===== src/rtl/univ_shift_reg.sv =====
// Universal WIDTH-bit register: load, shift, rotate, arithmetic shift, clear.
// Saturating shift counter flags a full word shifted (PISO/SIPO use).
module univ_shift_reg #(
    parameter  int WIDTH = 8,
    localparam int CW    = $clog2(WIDTH + 1)
) (
    input  logic             clk,
    input  logic             rst,
    input  logic             en,
    input  logic [2:0]       mode,
    input  logic [WIDTH-1:0] d,
    input  logic             sin_l,
    input  logic             sin_r,
    output logic [WIDTH-1:0] q,
    output logic             sout_l,
    output logic             sout_r,
    output logic [CW-1:0]    cnt,
    output logic             cnt_done
);

    localparam logic [2:0] M_HOLD = 3'b000;
    localparam logic [2:0] M_LOAD = 3'b001;
    localparam logic [2:0] M_SHL  = 3'b010;
    localparam logic [2:0] M_SHR  = 3'b011;
    localparam logic [2:0] M_ROTL = 3'b100;
    localparam logic [2:0] M_ROTR = 3'b101;
    localparam logic [2:0] M_ASR  = 3'b110;
    localparam logic [2:0] M_CLR  = 3'b111;

    localparam logic [CW-1:0] FULL = CW'(WIDTH);

    logic [WIDTH-1:0] q_nxt;
    logic [CW-1:0]    cnt_nxt;
    logic [CW-1:0]    cnt_inc;

    // Counter stops at FULL; it never wraps back to zero.
    assign cnt_inc = (cnt == FULL) ? FULL : cnt + 1'b1;

    // Next-state decode for data and shift count.
    always_comb begin
        q_nxt   = q;
        cnt_nxt = cnt;
        unique case (mode)
            M_HOLD: begin
                q_nxt   = q;
                cnt_nxt = cnt;
            end
            M_LOAD: begin
                q_nxt   = d;
                cnt_nxt = '0;
            end
            M_SHL: begin
                q_nxt   = {q[WIDTH-2:0], sin_r};
                cnt_nxt = cnt_inc;
            end
            M_SHR: begin
                q_nxt   = {sin_l, q[WIDTH-1:1]};
                cnt_nxt = cnt_inc;
            end
            M_ROTL: begin
                q_nxt   = {q[WIDTH-2:0], q[WIDTH-1]};
                cnt_nxt = cnt_inc;
            end
            M_ROTR: begin
                q_nxt   = {q[0], q[WIDTH-1:1]};
                cnt_nxt = cnt_inc;
            end
            M_ASR: begin
                q_nxt   = {q[WIDTH-1], q[WIDTH-1:1]};
                cnt_nxt = cnt_inc;
            end
            M_CLR: begin
                q_nxt   = '0;
                cnt_nxt = '0;
            end
            default: begin
                q_nxt   = q;
                cnt_nxt = cnt;
            end
        endcase
    end

    // State register: reset beats enable, enable gates every update.
    always_ff @(posedge clk) begin
        if (rst) begin
            q        <= '0;
            cnt      <= '0;
            cnt_done <= 1'b0;
        end else if (en) begin
            q        <= q_nxt;
            cnt      <= cnt_nxt;
            cnt_done <= (cnt_nxt == FULL);
        end
    end

    assign sout_l = q[WIDTH-1];
    assign sout_r = q[0];

endmodule


===== config.mk =====
export PLATFORM = sky130hd
export DESIGN_NAME = univ_shift_reg
export DESIGN_NICKNAME = d
export VERILOG_FILES = /design/src/rtl/univ_shift_reg.sv
export SDC_FILE = /design/constraint.sdc
export NUM_CORES = 1
export LEC_CHECK = 0
export ABC_AREA = 1
export BUFFER_PORTS_ARGS = -buffer_cell sky130_fd_sc_hd__clkbuf_2
export CORE_MARGIN = 10
export CORE_UTILIZATION = 40
export CTS_BUF_LIST = sky130_fd_sc_hd__clkbuf_16
export DETAILED_ROUTE_END_ITERATION = 8
export PLACE_DENSITY = 0.66
export SLEW_MARGIN = 20
export SYNTH_ARGS = -nofsm -noshare
export SYNTH_HDL_FRONTEND = slang
export SYNTH_SLANG_ARGS = --single-unit
export TNS_END_PERCENT = 100

===== constraint.sdc =====
create_clock -name clk -period 1.3 [get_ports clk]
set_input_delay 0.065 -clock clk [delete_from_list [all_inputs] [get_ports clk]]
set_output_delay 0.065 -clock clk [all_outputs]
set_load 0.01 [all_outputs]

After elaboration in Yosys (flattened, before gate mapping)
Cells that the tools add are included.
{"block": "op_classes", "addsub": 1, "n_mul": 0, "div": 0, "order_cmp": 0, "eq_ne": 9, "n_shift": 0, "mux": 3, "n_bitwise": 2, "n_reduce_logical": 5}
{"op": "8-bit one-hot mux with 7 select lines", "count": 1}
{"op": "3-bit equality test (second input constant)", "count": 4}
{"op": "4-bit one-hot mux with 3 select lines", "count": 1}
{"op": "4-bit equality test (second input constant)", "count": 2}
{"op": "3-bit by 2-bit equality test with 1-bit output (second input constant)", "count": 2}
{"op": "5-bit OR reduction", "count": 1}
{"op": "4-bit by 1-bit adder with 4-bit output (second input constant)", "count": 1}
{"op": "4-bit two-way mux", "count": 1}
{"op": "3-bit by 1-bit equality test with 1-bit output (second input constant)", "count": 1}
{"op": "3-bit logical NOT", "count": 1}
{"op": "3-bit AND reduction", "count": 1}
{"op": "1-bit NOT", "count": 2}
{"op": "2-bit AND reduction", "count": 1}
{"op": "2-bit OR reduction", "count": 1}
{"block": "totals", "reg_bits": 13, "latch_bits": 0, "ramBits": 0, "mem_bits_ro": 0, "input_bits": 16, "out_inout_bits": 15, "word_cells": 24, "mem_count": 0}

Logic depth before layout (Yosys ltp)
{"block": "logic_depth", "word_depth": 4, "ltp_mapped": 9, "mapped_depth_nobuf": 9}

Worst setup path before layout
OpenSTA, ideal clock, no wires.
{"block": "synth_timing", "kind": "reg2reg", "startpoint": "reg cnt[0]", "endpoint": "reg cnt_done", "setup_ps": 135, "arrival_ps": 1128, "t_required_ps": 1165, "path_slack_ps": 36, "stages_incl_launch_ff": 9, "n_path_buf": 0, "synth_period_minus_slack_ps": 1264, "path_cell_list": "dfxtp_1 -> inv_1 -> ha_1 -> nand2_1 -> o21ai_0 -> nor2_1 -> nor2_1 -> nand3_1 -> a21oi_1"}
{"block": "synth_via", "elab_chain_cells": 4, "elab_cells_between_ends": 5, "classes_between": "1 x add/sub; 2 x eq/ne; 2 x mux"}
{"item": "start, declared", "line_no": "17", "text": "output logic [CW-1:0] cnt,"}
{"item": "start signal, assigned", "line_no": "91", "text": "cnt <= cnt_nxt;"}
{"item": "4-bit by 1-bit adder with 4-bit output or 4-bit equality test (tied branches)", "line_no": "37", "text": "assign cnt_inc = (cnt == FULL) ? FULL : cnt + 1'b1;"}
{"item": "4-bit two-way mux", "line_no": "37"}
{"item": "4-bit one-hot mux with 3 select lines *", "line_no": "43", "text": "unique case (mode)"}
{"item": "4-bit equality test *", "line_no": "92", "text": "cnt_done <= (cnt_nxt == FULL);"}
{"item": "end signal, assigned", "line_no": "92"}
{"item": "end, declared", "line_no": "18", "text": "output logic cnt_done"}
Every way passes the cells marked *; elsewhere a longest branch is shown, timed or not.
A chain may end at the register's enable or synchronous reset.

Final worst setup path
Ends and elaborated chain as after synthesis.

==> flow_summary.yaml <==
power_and_ir_drop:
  swShare: 0.272
  p_clk_frac: 0.447
  leakagePower_nw: 0.645
  p_int_w: 0.000927
  irDropWorstVdd_v: 0.000736
  p_per_area_mw_per_mm2: 1050
  seqPwrFrac: 0.353
  finalPower_w: 0.00127
  p_comb_frac: 0.200
  switching_power_w: 0.000347
grt:
  overflow: 0
  grt_max_degree: 14
  first_global_vias: 994
  grt_usage: 0.116
  antenna_found_initial: 0
  grt_pass1_wl_mm: 4.26
setup_path:
  path_class: "flip-flop to flip-flop"
  critPathLaunchType: "flip-flop"
  slowest_delay_ns: 0.35
  crit_arrival_ns: 1.37
  r2r_setup_slack_ns: 0.1
  critPathSlowestCell: "dfxtp_4"
  cp_data_required_time_ns: 1.47
  end_kind: "flip-flop"
  crit_path_max_fanout: 3
  cp_common_cell: "nor2_1"
  crit_chain: "inv_4, ha_4, nand2_2, o21ai_2, nor2_1, nor2_1, nand3_2, a21oi_2"
sta:
  fin_skew_ns: 0.00405
  setup_tns_ns: 0
  tightestPinTransition_ns: 0.328
  fin_crit_sh: 0.925
  setup_violations: 0
  slew_headroom: 0.781
  drv_slew: 0
  fmax_ghz: 0.832
  period_needed_ns: 1.20
  hold_viol: 0
final_layout:
  instances_no_fill: 214
  diodes: 0
  drive_above_1_share: 0.306
  fin_area_mm2: 0.00121
  mostFrequentLayoutCells: "nand2_1 (52), clkbuf_2 (30), nor2_1 (21), nand3_1 (16), inv_1 (16)"
  synthToLayoutAreaGrowth_pct: 32.3
  nets: 205
  mostFrequentLayoutCell: "nand2_1"
routing:
  dr_total_vias: 1042
  wl_per_cell_um: 11.9
  first_pass_iters: 6
  wirelength_mm: 2.54
  antenna_left: 0
  drt-initial-drc-count: 55
  drcViolationCount: 0
  viasPerCell: 4.87
synth:
  syn_inst: 153
  postSynthAreaPerCell_um2: 5.97
  synthesis.area_um2: 913
  ys_types: 21
  yosysSeqAreaShare: 0.285
  ys_ff_latch: 13
  ys_warn_count: 0
  synth_nets: 171
clock_tree:
  clkTransAtPathRegs_ns: 0.05
  cts_sinks: 13
  htreeDepth: 1
  clockBufferDepth: 2
  cts_tree: "built"
  holdBufCountCts: 0
  cts_buffers: 3
  clk_latency_ns: 0.24
  cts_root_buf: "clkbuf_16"
placement:
  placed_area_mm2: 0.00108
  gp_congestion: 0.766
  hpwl_mm: 1.94
  dpl.cell_count: 209
  port_buffers: 30
die:
  row_count: 17
  die_h_um: 67.8
  dieArea_mm2: 0.00459
  fp.dieW_um: 67.8
  io_pins: 31
  floorplan.initialDensity: 0.417
  core_area_mm2: 0.00219
job:
  max_cap_violations: 0
worst_hold_path:
  min_path_type: "input pin to flip-flop"
run_status:
  status: "finished clean"
[critical path: cells and delay by family (launching register included)]
family | cells | cell delay [ns]
AO/OA/AOI/OAI | 2 | 0.26
AND/OR/NAND/NOR | 4 | 0.32
buffers and inverters | 1 | 0.07
adder cells (fa/ha/maj) | 1 | 0.13
flip-flops | 1 | 0.35
[cells by family after synthesis]
logic type / after synthesis / share of synthesized area
buffers and inverters: 24 / 0.118
AO/OA/AOI/OAI: 15 / 0.0931
AND/OR/NAND/NOR: 99 / 0.477
flip-flops: 13 / 0.285
adder cells (fa/ha/maj): 2 / 0.0274
[power by group through the flow]
stage | logic (W) | registers [W] | clock network, W
after floorplan | 0.000149 | 0.000462 | 0
after global placement | 0.000237 | 0.000455 | 0
after detailed placement | 0.000240 | 0.000456 | 0
after CTS | 0.000242 | 0.000449 | 0.000586
after global routing | 0.000290 | 0.000453 | 0.000600
final | 0.000254 | 0.000450 | 0.000569
[what timing repair did]
item,4_1_cts,5_1_grt
resized for setup,0,14
setup buffers,0,1
endpoints found under the setup margin,0,3
[through the flow]
step	utilization	setup WS (ns)	hold WS [ns]
final	0.552	0.0975	0.117
after global routing	0.552	-0.00945	0.137
after CTS	0.531	0.0564	0.123
after detailed placement	0.495	0.0732	0.372
after global placement	0.495	0.0967	0.367
after floorplan	-	0.0365	0.208
[layer usage]
layer / track usage / up-vias / wire [um]
met5: 0 / - / 0
li1: - / 546 / -
met4: 0.0377 / 0 / 11
met1: 0.124 / 472 / 1020
met2: 0.205 / 22 / 1290
met3: 0.0446 / 2 / 213
[cell usage after synthesis]
master,number,area [um2]
nor2_1,21,78.8
ha_1,2,25.0
nand2_1,53,199
inv_4,1,6.26
a21oi_1,11,55.1
inv_1,17,63.8
dfxtp_1,13,260
nor2_2,1,6.26
nor2_4,1,11.3
nand4_1,2,12.5
inv_2,2,7.51
nand3_2,1,10.0
nand2_2,2,12.5
buf_4,2,15.0
a211oi_1,1,7.51
o21ai_0,1,5.00
nor2_8,1,20.0
buf_6,1,11.3
nand3_1,17,85.1
a21oi_2,2,17.5
clkbuf_1,1,3.75
[cell type report]
| type | count | area, um2 |
|---|---|---|
| fillers | 227 | 982 |
| well taps | 28 | 35.0 |
| multi-input cells | 116 | 577 |
| clock buffers | 3 | 75.1 |
| inverters | 20 | 80.1 |
| clock inverters | 1 | 3.75 |
| repair buffers | 33 | 173 |
| flip-flops and latches | 13 | 265 |
[sequential cells by signal, summed over array words and instances, names as in the netlist]
name and cells:
q 8, cnt 4, cnt_done 1
[path summary, 6_finish.rpt]
| path | from | to | cells after the start |
|---|---|---|---|
| worst max register to register | cnt[0] | cnt_done | 8 |
| worst min-delay path | en | cnt[0] | 3 |
| worst max-delay path | cnt[0] | cnt_done | 8 |
| worst min register to register | cnt_done | cnt_done | 2 |
(Power assumes the default switching activity.)
